[src/rtl/pipe_pkg.sv]
// Shared types for the pipeline stage registers.
// ex_mem_ctrl_t : 9-bit control bundle carried next to each payload.
// ex_mem_data_t : 5 x 32-bit datapath bundle (PC, ALU result, operands, instruction).
// Width localparams give the stage register its default bus sizes.
// CTRL_NOP is the control word of a bubble.
// slot_count() turns the two slot valid bits into an occupancy count.
package pipe_pkg;

  typedef struct packed {
    logic       reg_wr_en;
    logic       DMemWR;
    logic [1:0] WB_Sel;
    logic [1:0] store_size;
    logic [2:0] load_size;
  } ex_mem_ctrl_t;

  typedef struct packed {
    logic [31:0] PC;
    logic [31:0] ALU_out;
    logic [31:0] data1;
    logic [31:0] data2;
    logic [31:0] instruction;
  } ex_mem_data_t;

  localparam int EX_MEM_CTRL_W = $bits(ex_mem_ctrl_t);
  localparam int EX_MEM_DATA_W = $bits(ex_mem_data_t);

  localparam ex_mem_ctrl_t CTRL_NOP = '0;

  // Number of valid slots, 0..2.
  function automatic logic [1:0] slot_count(input logic a_valid, input logic b_valid);
    return {1'b0, a_valid} + {1'b0, b_valid};
  endfunction

endpackage

[src/rtl/pipe_slot.sv]
// One pipeline storage slot: a valid bit plus data and control registers.
// Ports:
//   clk, reset        : clock, synchronous active-high reset (clears everything)
//   clear             : kill the entry; valid and ctrl go to 0, data keeps its value
//   load              : capture load_data/load_ctrl and mark valid
//   drop              : mark invalid without touching data/ctrl
//   load_data/ctrl    : value captured on load
//   valid, data, ctrl : slot contents
// Priority is reset > clear > load > drop.
module pipe_slot
  import pipe_pkg::*;
#(
  parameter int DATA_W = EX_MEM_DATA_W,
  parameter int CTRL_W = EX_MEM_CTRL_W
) (
  input  logic              clk,
  input  logic              reset,
  input  logic              clear,
  input  logic              load,
  input  logic              drop,
  input  logic [DATA_W-1:0] load_data,
  input  logic [CTRL_W-1:0] load_ctrl,
  output logic              valid,
  output logic [DATA_W-1:0] data,
  output logic [CTRL_W-1:0] ctrl
);

  logic              valid_r;
  logic [DATA_W-1:0] data_r;
  logic [CTRL_W-1:0] ctrl_r;

  // Slot state update; data is left stale on clear since only valid/ctrl matter for a bubble.
  always_ff @(posedge clk) begin
    if (reset) begin
      valid_r <= 1'b0;
      data_r  <= '0;
      ctrl_r  <= '0;
    end else if (clear) begin
      valid_r <= 1'b0;
      ctrl_r  <= '0;
    end else if (load) begin
      valid_r <= 1'b1;
      data_r  <= load_data;
      ctrl_r  <= load_ctrl;
    end else if (drop) begin
      valid_r <= 1'b0;
    end else begin
      valid_r <= valid_r;
    end
  end

  assign valid = valid_r;
  assign data  = data_r;
  assign ctrl  = ctrl_r;

endmodule

[src/rtl/pipe_stage_reg_hs.sv]
// Generic valid/ready pipeline stage register with optional skid slot.
// Ports:
//   clk, reset           : clock, synchronous active-high reset
//   flush                : drop every held entry and any entry offered this cycle
//   in_valid/in_ready    : upstream handshake
//   in_data/in_ctrl      : payload and control of the offered entry
//   out_valid/out_ready  : downstream handshake (out_ready low = stall)
//   out_data/out_ctrl    : head entry; out_ctrl reads 0 on bubbles when ZERO_CTRL_ON_BUBBLE
//   occupancy            : number of held entries
// SKID = 1: main (head) slot plus skid slot, in_ready is a register.
// SKID = 0: main slot only, in_ready = !out_valid | out_ready.
module pipe_stage_reg_hs
  import pipe_pkg::*;
#(
  parameter int DATA_W              = EX_MEM_DATA_W,
  parameter int CTRL_W              = EX_MEM_CTRL_W,
  parameter int SKID                = 1,
  parameter int ZERO_CTRL_ON_BUBBLE = 1
) (
  input  logic              clk,
  input  logic              reset,
  input  logic              flush,
  input  logic              in_valid,
  output logic              in_ready,
  input  logic [DATA_W-1:0] in_data,
  input  logic [CTRL_W-1:0] in_ctrl,
  output logic              out_valid,
  input  logic              out_ready,
  output logic [DATA_W-1:0] out_data,
  output logic [CTRL_W-1:0] out_ctrl,
  output logic [1:0]        occupancy
);

  logic              accept_s;
  logic              pop_s;
  logic              in_ready_s;
  logic [1:0]        occupancy_s;
  logic              main_valid_s;
  logic [DATA_W-1:0] main_data_s;
  logic [CTRL_W-1:0] main_ctrl_s;
  logic              main_load_s;
  logic              main_drop_s;
  logic [DATA_W-1:0] main_src_data_s;
  logic [CTRL_W-1:0] main_src_ctrl_s;

  assign accept_s = in_valid & in_ready_s;
  assign pop_s    = main_valid_s & out_ready;

  pipe_slot #(
    .DATA_W (DATA_W),
    .CTRL_W (CTRL_W)
  ) u_main (
    .clk       (clk),
    .reset     (reset),
    .clear     (flush),
    .load      (main_load_s),
    .drop      (main_drop_s),
    .load_data (main_src_data_s),
    .load_ctrl (main_src_ctrl_s),
    .valid     (main_valid_s),
    .data      (main_data_s),
    .ctrl      (main_ctrl_s)
  );

  generate
    if (SKID != 0) begin : g_skid
      logic              skid_valid_s;
      logic [DATA_W-1:0] skid_data_s;
      logic [CTRL_W-1:0] skid_ctrl_s;
      logic              skid_load_s;
      logic              skid_drop_s;
      logic              in_ready_r;

      // Slot steering. The skid only ever holds an entry older than anything upstream,
      // so when it is valid it is the sole source for refilling the head.
      always_comb begin
        main_load_s     = 1'b0;
        main_drop_s     = 1'b0;
        skid_load_s     = 1'b0;
        skid_drop_s     = 1'b0;
        main_src_data_s = in_data;
        main_src_ctrl_s = in_ctrl;
        if (skid_valid_s) begin
          // Both slots full: upstream is blocked, a pop shifts skid into head.
          main_src_data_s = skid_data_s;
          main_src_ctrl_s = skid_ctrl_s;
          main_load_s     = pop_s;
          skid_drop_s     = pop_s;
        end else if (main_valid_s) begin
          main_load_s = accept_s & pop_s;
          main_drop_s = pop_s & ~accept_s;
          skid_load_s = accept_s & ~pop_s;
        end else begin
          main_load_s = accept_s;
        end
      end

      pipe_slot #(
        .DATA_W (DATA_W),
        .CTRL_W (CTRL_W)
      ) u_skid (
        .clk       (clk),
        .reset     (reset),
        .clear     (flush),
        .load      (skid_load_s),
        .drop      (skid_drop_s),
        .load_data (in_data),
        .load_ctrl (in_ctrl),
        .valid     (skid_valid_s),
        .data      (skid_data_s),
        .ctrl      (skid_ctrl_s)
      );

      // in_ready is the registered "skid will be empty next cycle", so it never sees out_ready.
      always_ff @(posedge clk) begin
        if (reset) begin
          in_ready_r <= 1'b1;
        end else if (flush) begin
          in_ready_r <= 1'b1;
        end else begin
          in_ready_r <= ~(skid_load_s | (skid_valid_s & ~skid_drop_s));
        end
      end

      assign in_ready_s  = in_ready_r;
      assign occupancy_s = slot_count(main_valid_s, skid_valid_s);
    end else begin : g_single
      // Single slot: load on every accept, empty out on a pop with nothing behind it.
      always_comb begin
        main_src_data_s = in_data;
        main_src_ctrl_s = in_ctrl;
        main_load_s     = accept_s;
        main_drop_s     = pop_s & ~accept_s;
      end

      assign in_ready_s  = ~main_valid_s | out_ready;
      assign occupancy_s = slot_count(main_valid_s, 1'b0);
    end
  endgenerate

  generate
    if (ZERO_CTRL_ON_BUBBLE != 0) begin : g_ctrl_gate
      // A bubble must never present write enables downstream.
      assign out_ctrl = main_valid_s ? main_ctrl_s : {CTRL_W{1'b0}};
    end else begin : g_ctrl_raw
      assign out_ctrl = main_ctrl_s;
    end
  endgenerate

  assign in_ready  = in_ready_s;
  assign out_valid = main_valid_s;
  assign out_data  = main_data_s;
  assign occupancy = occupancy_s;

endmodule

[config.mk]
export PLATFORM = sky130hd
export DESIGN_NAME = pipe_stage_reg_hs
export DESIGN_NICKNAME = d
export VERILOG_FILES = /design/src/rtl/pipe_pkg.sv /design/src/rtl/pipe_slot.sv /design/src/rtl/pipe_stage_reg_hs.sv
export SDC_FILE = /design/constraint.sdc
export NUM_CORES = 1
export LEC_CHECK = 0
export CELL_PAD_IN_SITES_DETAIL_PLACEMENT = 1
export CELL_PAD_IN_SITES_GLOBAL_PLACEMENT = 2
export CORE_ASPECT_RATIO = 0.5
export CORE_MARGIN = 4
export CORE_UTILIZATION = 29
export DETAILED_ROUTE_END_ITERATION = 8
export MAX_ROUTING_LAYER = met4
export PLACE_DENSITY_LB_ADDON = 0.25
export RECOVER_POWER = 50
export SETUP_SLACK_MARGIN = 0.2
export SLEW_MARGIN = 15
export SYNTH_ARGS = -nofsm -noshare
export SYNTH_HDL_FRONTEND = slang
export SYNTH_SLANG_ARGS = --single-unit
export TNS_END_PERCENT = 50
[constraint.sdc]
create_clock -name clk -period 1.59 [get_ports clk]
set_input_delay 0.159 -clock clk [delete_from_list [all_inputs] [get_ports clk]]
set_output_delay 0.159 -clock clk [all_outputs]
set_load 0.02 [all_outputs]
==> results of run 1 <==
==> power by group <==
| group | switching (uW) | internal (uW) | total, uW |
|---|---|---|---|
| combinational | 1960 | 1870 | 3830 |
| clock | 3710 | 4760 | 8470 |
| sequential | 246 | 8890 | 9140 |
==> cell type report <==
| cell class | count | area (um^2) |
|---|---|---|
| inverters | 1 | 6.256 |
| clock buffers | 56 | 1100 |
| well taps | 756 | 945.9 |
| diodes | 9 | 22.52 |
| flip-flops and latches | 341 | 6840 |
| multi-input cells | 1040 | 9331 |
| fillers | 6036 | 31860 |
| clock inverters | 5 | 28.78 |
| repair buffers | 532 | 5883 |
==> metal layers <==
layer  vias up  global-route usage  routed length [um]
met1      7015              0.2291               26150
met5         -                   -                   0
met4         0             0.05144                1387
met2       197              0.3389               31010
met3        72             0.02676                1554
li1       6615                   -                   -
==> state kept, by name, summed over array words and instances, names as in the netlist <==
| register | count |
|---|---|
| u_main.data | 160 |
| g_skid.u_skid.data | 160 |
| g_skid.u_skid.ctrl | 9 |
| in_ready | 1 |
| g_skid.u_skid.valid | 1 |
| u_main.ctrl | 9 |
| u_main.valid | 1 |
==> synth_stat cells <==
cell type and count:
a211oi_1 69, a211oi_2 100, a21o_1 1, a21oi_1 11
a31oi_1 9, a41oi_1 160, and2_1 9, and3_1 2
and4_1 1, buf_1 4, buf_2 31, buf_4 21
buf_6 13, clkbuf_1 119, dfxtp_1 341, ha_1 1
inv_2 1, mux2i_1 329, nand2b_1 322, nand3_1 11
nor2_1 1, nor3_2 1, o21a_1 1, o21ai_0 9
o21ai_1 1, or2_1 1, or2_2 1
==> repair_timing <==
action / in CTS / in global routing
pin swaps: 19 / 27
gates resized for setup: 573 / 156
hold endpoints to repair: 6 / 0
setup endpoints to repair: 499 / 426
buffers inserted: 18 / 5
hold buffers: 1 / 0
cloned: 15 / 10
==> per-stage QoR <==
| step | instance area (um^2) | setup slack [ns] |
|---|---|---|
| 2_1_floorplan | 16760 | 0.1282 |
| 3_3_place_gp | 21870 | -0.2884 |
| 3_5_place_dp | 21870 | -0.3372 |
| 4_1_cts | 24070 | -0.04770 |
| 5_1_grt | 24160 | -0.1071 |
| 6_report | 24160 | -0.03284 |
==> cells by family after synthesis <==
group / share of synthesized area
buffers and inverters: 0.05578
adder cells (fa/ha/maj): 0.0007547
multiplexers: 0.1987
AO/OA/AOI/OAI: 0.2019
flip-flops: 0.4118
AND/OR/NAND/NOR: 0.1311
==> worst paths after layout <==
path,endpoint,slack (ns),depth (start not counted)
setup / recovery,u_main.data[81],-0.03,7
hold / removal,g_skid.u_skid.data[128],0.22,3
setup reg to reg,u_main.data[81],-0.03,7
hold reg to reg,g_skid.u_skid.data[97],0.47,2
==> critical path: stages, from the launching register on <==
cell and delay [ns]:
dfxtp_4 0.35, buf_6 0.12, buf_6 0.11, nand2b_4 0.09, and4_4 0.29, buf_12 0.17
bufbuf_16 0.29, a211oi_2 0.05
==> out/metrics.cfg, run 1 <==
[critical_path]
critPathCaptureType = flip-flop
crit_start = u_main.valid
worstPathArrival_ns = 2.03
r2r-start = u_main.valid
crit_type = reg -> reg
start_kind = flip-flop
cp_max_fo = 9
cp.required_ns = 2.00

[timing]
final_hold_viol_count = 0
period_share = 1.021
slew_viol_final = 0
rsz0062_at_grt = true
period_needed_ns = 1.623
setup_ws_ns = -0.03284
fin_setup_tns_ns = -0.5841
hold_ws_ns = 0.2226
relSlewSlack = 0.6946
fmax_mhz = 616.2
worst_slew_pin_slew_ns = 0.4581
finalClockSkew_ns = 0.01982
setup_viol = 68

[floorplan]
rows = 61
die_area_um2 = 61280
die_height_um = 177.1
core-area_um2 = 56020
die_width_um = 346.1
ios = 347
start_util = 0.2959

[synthesis]
yosysUniqueCellTypes = 27
synth_top_area_share = 0.4118
yosys-top-cells-area = dfxtp_1 (41%), mux2i_1 (20%), nand2b_1 (12%), a41oi_1 (8.5%), a211oi_2 (7.5%)
syn-num-nets = 1745
synth_warnings = 0
syn_inst = 1570
yosysTopAreaCell = dfxtp_1
ys_ff_latch = 341
yosysSeqAreaShare = 0.4118
syn_area_per_cell_um2 = 10.56
syn_area_um2 = 16580

[global_routing]
grt_pass1_wl_mm = 90.58
antenna_found_initial = 9
grt_usage = 0.1912
grt_start_max_net_pins = 83
overflow = 0
grt_pass1_vias = 14710

[drt]
route.detailed.drc = 0
viasPerCell = 5.073
wirelength_mm = 60.11
dr_total_vias = 13900
drt_iter0_markers = 589
drtPass1Iterations = 4
ant_nets = 0
wl_per_cell_um = 21.94

[final_layout]
layout-drive-gt1-share = 0.2370
final_net_count = 2128
layout_common_cells = dfxtp_1 (336), mux2i_1 (328), nand2b_1 (320)
instances_no_fill = 2740
fin_util = 0.4312
syn_to_final_growth_pct = 45.73
final_common_cell = dfxtp_1

[min_path]
hp-class = in -> reg
hold_start = in_data[128]

[cts]
clockBufferDepth = 3
clkSinkCount = 341
htree_num_levels = 2
clkSlewWorstSetupHoldPaths_ns = 0.07
insertion_delay_ns = 0.54
cts_tree = done
cts_made_buffers = 37
ctsRootBufferMaster = clkbuf_16

[placed_design]
gp_congestion = 0.7584
io_buffers = 346
place.detailed.hpwl_mm = 38.52
placedCellCount = 2621

[pwr]
max-vdd-ir-drop_mv = 0.6268
powerDensity_nw_per_um2 = 887.2
p_total_uw = 21430
power.leakage_uw = 0.007721

[run]
maxCapViolCount = 0

[outcome]
status = finished with violations
violations = negative setup slack

No activity file was read; power rests on OpenSTA's default activity.
==> inputs of run 2 (changes only) <==
--- a/config.mk
+++ b/config.mk
@@ -5,7 +5,7 @@
 export SDC_FILE = /design/constraint.sdc
 export NUM_CORES = 1
 export LEC_CHECK = 0
-export CELL_PAD_IN_SITES_DETAIL_PLACEMENT = 1
+export CELL_PAD_IN_SITES_DETAIL_PLACEMENT = 2
 export CELL_PAD_IN_SITES_GLOBAL_PLACEMENT = 2
 export CORE_ASPECT_RATIO = 0.5
 export CORE_MARGIN = 4
==> out/metrics.cfg, run 2 (synthesized netlist as in run 1, its figures left out) <==
[outcome]
status = finished with violations
violations = negative setup slack

[timing]
hold_ws_ns = 0.2076
worst_slew_pin_slew_ns = 0.4917
period_needed_ns = 1.643
finalClockSkew_ns = 0.01942
final_hold_viol_count = 0
setup_viol = 63
rsz0062_at_grt = true
relSlewSlack = 0.6722
fmax_mhz = 608.7
slew_viol_final = 0
period_share = 1.033
setup_ws_ns = -0.05286

[pwr]
p_switching_uw = 6221
power_switching_share = 0.2744
power.leakage_uw = 0.007770
max-vdd-ir-drop_mv = 0.7091
internal_power_uw = 16450
powerDensity_nw_per_um2 = 932.2
clockPowerShare = 0.424
seqPwrFrac = 0.404
p_total_uw = 22670
comb_power_share = 0.173

[floorplan]
die_area_um2 = 61280
ios = 347
core-area_um2 = 56020
die_height_um = 177.1
die_width_um = 346.1
rows = 61
start_util = 0.2959

[run]
maxCapViolCount = 0

[cts]
clkSlewWorstSetupHoldPaths_ns = 0.07
htree_num_levels = 2
insertion_delay_ns = 0.55
ctsRootBufferMaster = clkbuf_16
cts_tree = done
clockBufferDepth = 3
clkSinkCount = 341
cts_made_buffers = 38

[final_layout]
instances_no_fill = 2736
syn_to_final_growth_pct = 46.68
fin_util = 0.4340
final_common_cell = dfxtp_1
final_net_count = 2117
nFillCells = 5797
layout-drive-gt1-share = 0.2511
layout_common_cells = dfxtp_1 (335), mux2i_1 (320), nand2b_1 (320)

[min_path]
hp-class = in -> reg

[drt]
drtPass1Iterations = 4
route.detailed.drc = 0
dr_total_vias = 14200
wirelength_mm = 65.49
ant_nets = 0
viasPerCell = 5.189
wl_per_cell_um = 23.94
drt_iter0_markers = 597

[critical_path]
start_kind = flip-flop
critPathCaptureType = flip-flop
crit_type = reg -> reg
worstPathArrival_ns = 2.05
cp_max_fo = 9
cp.required_ns = 2.00

[global_routing]
grt_pass1_vias = 15670
overflow = 0
grt_usage = 0.2051
grt_start_max_net_pins = 83
grt_pass1_wl_mm = 96.41
antenna_found_initial = 9

[placed_design]
place.detailed.hpwl_mm = 40.94
gp_congestion = 0.7584
placedCellCount = 2621
io_buffers = 346
pre_cts_slack_ns = -0.3138

==> run 2: cell count changes in the layout (fill, tap and decap cells not counted), sizes merged <==
cell,delta
inv,+1
clkinvlp,+1
buf,-14
bufinv,+4
clkdlybuf4s15,-7
clkbuf,-1
clkdlybuf4s25,+9
clkdlybuf4s18,+1
clkinv,+2
==> run 2: final timing paths <==
path / to / from / slack, ns / cells past startpoint
setup / recovery: u_main.data[70] / g_skid.u_skid.valid / -0.05 / 6
hold / removal: g_skid.u_skid.data[90] / in_data[90] / 0.21 / 3
setup reg to reg: u_main.data[70] / g_skid.u_skid.valid / -0.05 / 6
hold reg to reg: g_skid.u_skid.data[95] / g_skid.u_skid.data[95] / 0.48 / 2
==> run 2: per-stage QoR <==
stage / TNS (ns) / instance area, um^2
floorplan: 0 / 16760
global placement: -77.69 / 21870
detailed placement: -81.04 / 21870
CTS: -0.01506 / 24160
global route: -6.977 / 24320
finish: -1.260 / 24320
==> run 2: cell type report <==
type                    count  area, um^2  area share
clock buffers              56        1152     0.04739
clock inverters            13       172.7    0.007101
multi-input cells        1040        9454      0.3888
repair buffers            520        5720      0.2353
well taps                 756       945.9     0.03890
diodes                      9       22.52   0.0009262
inverters                   1       6.256   0.0002573
flip-flops and latches    341        6842      0.2814
==> run 2: power groups by stage <==
stage	clock network [uW]	registers (uW)	logic [uW]
after floorplan	0	9620	1560
after global placement	0	9320	3690
after detailed placement	0	9320	3760
after CTS	9880	9140	3880
after global routing	10300	9190	4170
final	9610	9150	3910
==> run 2: critical path: stages (launching register included) <==
cell and delay [ns]:
dfxtp_4 0.37, buf_4 0.17, nand2b_4 0.11, and4_4 0.37, buf_12 0.19, clkbuf_16 0.19, a211oi_2 0.07
==> run 2: timing repair <==
item	CTS	global route
setup buffers	12	1
hold buffers	1	0
pin swaps	21	20
cloned	11	12
gates resized for setup	656	145
endpoints found under the setup margin	499	406
endpoints found under the hold margin	6	0
==> run 2: layer usage <==
metal | track usage | wire length [um]
met1 | 0.2368 | 27790
met2 | 0.3743 | 34430
met3 | 0.02697 | 1580
met4 | 0.05926 | 1684
met5 | - | 0
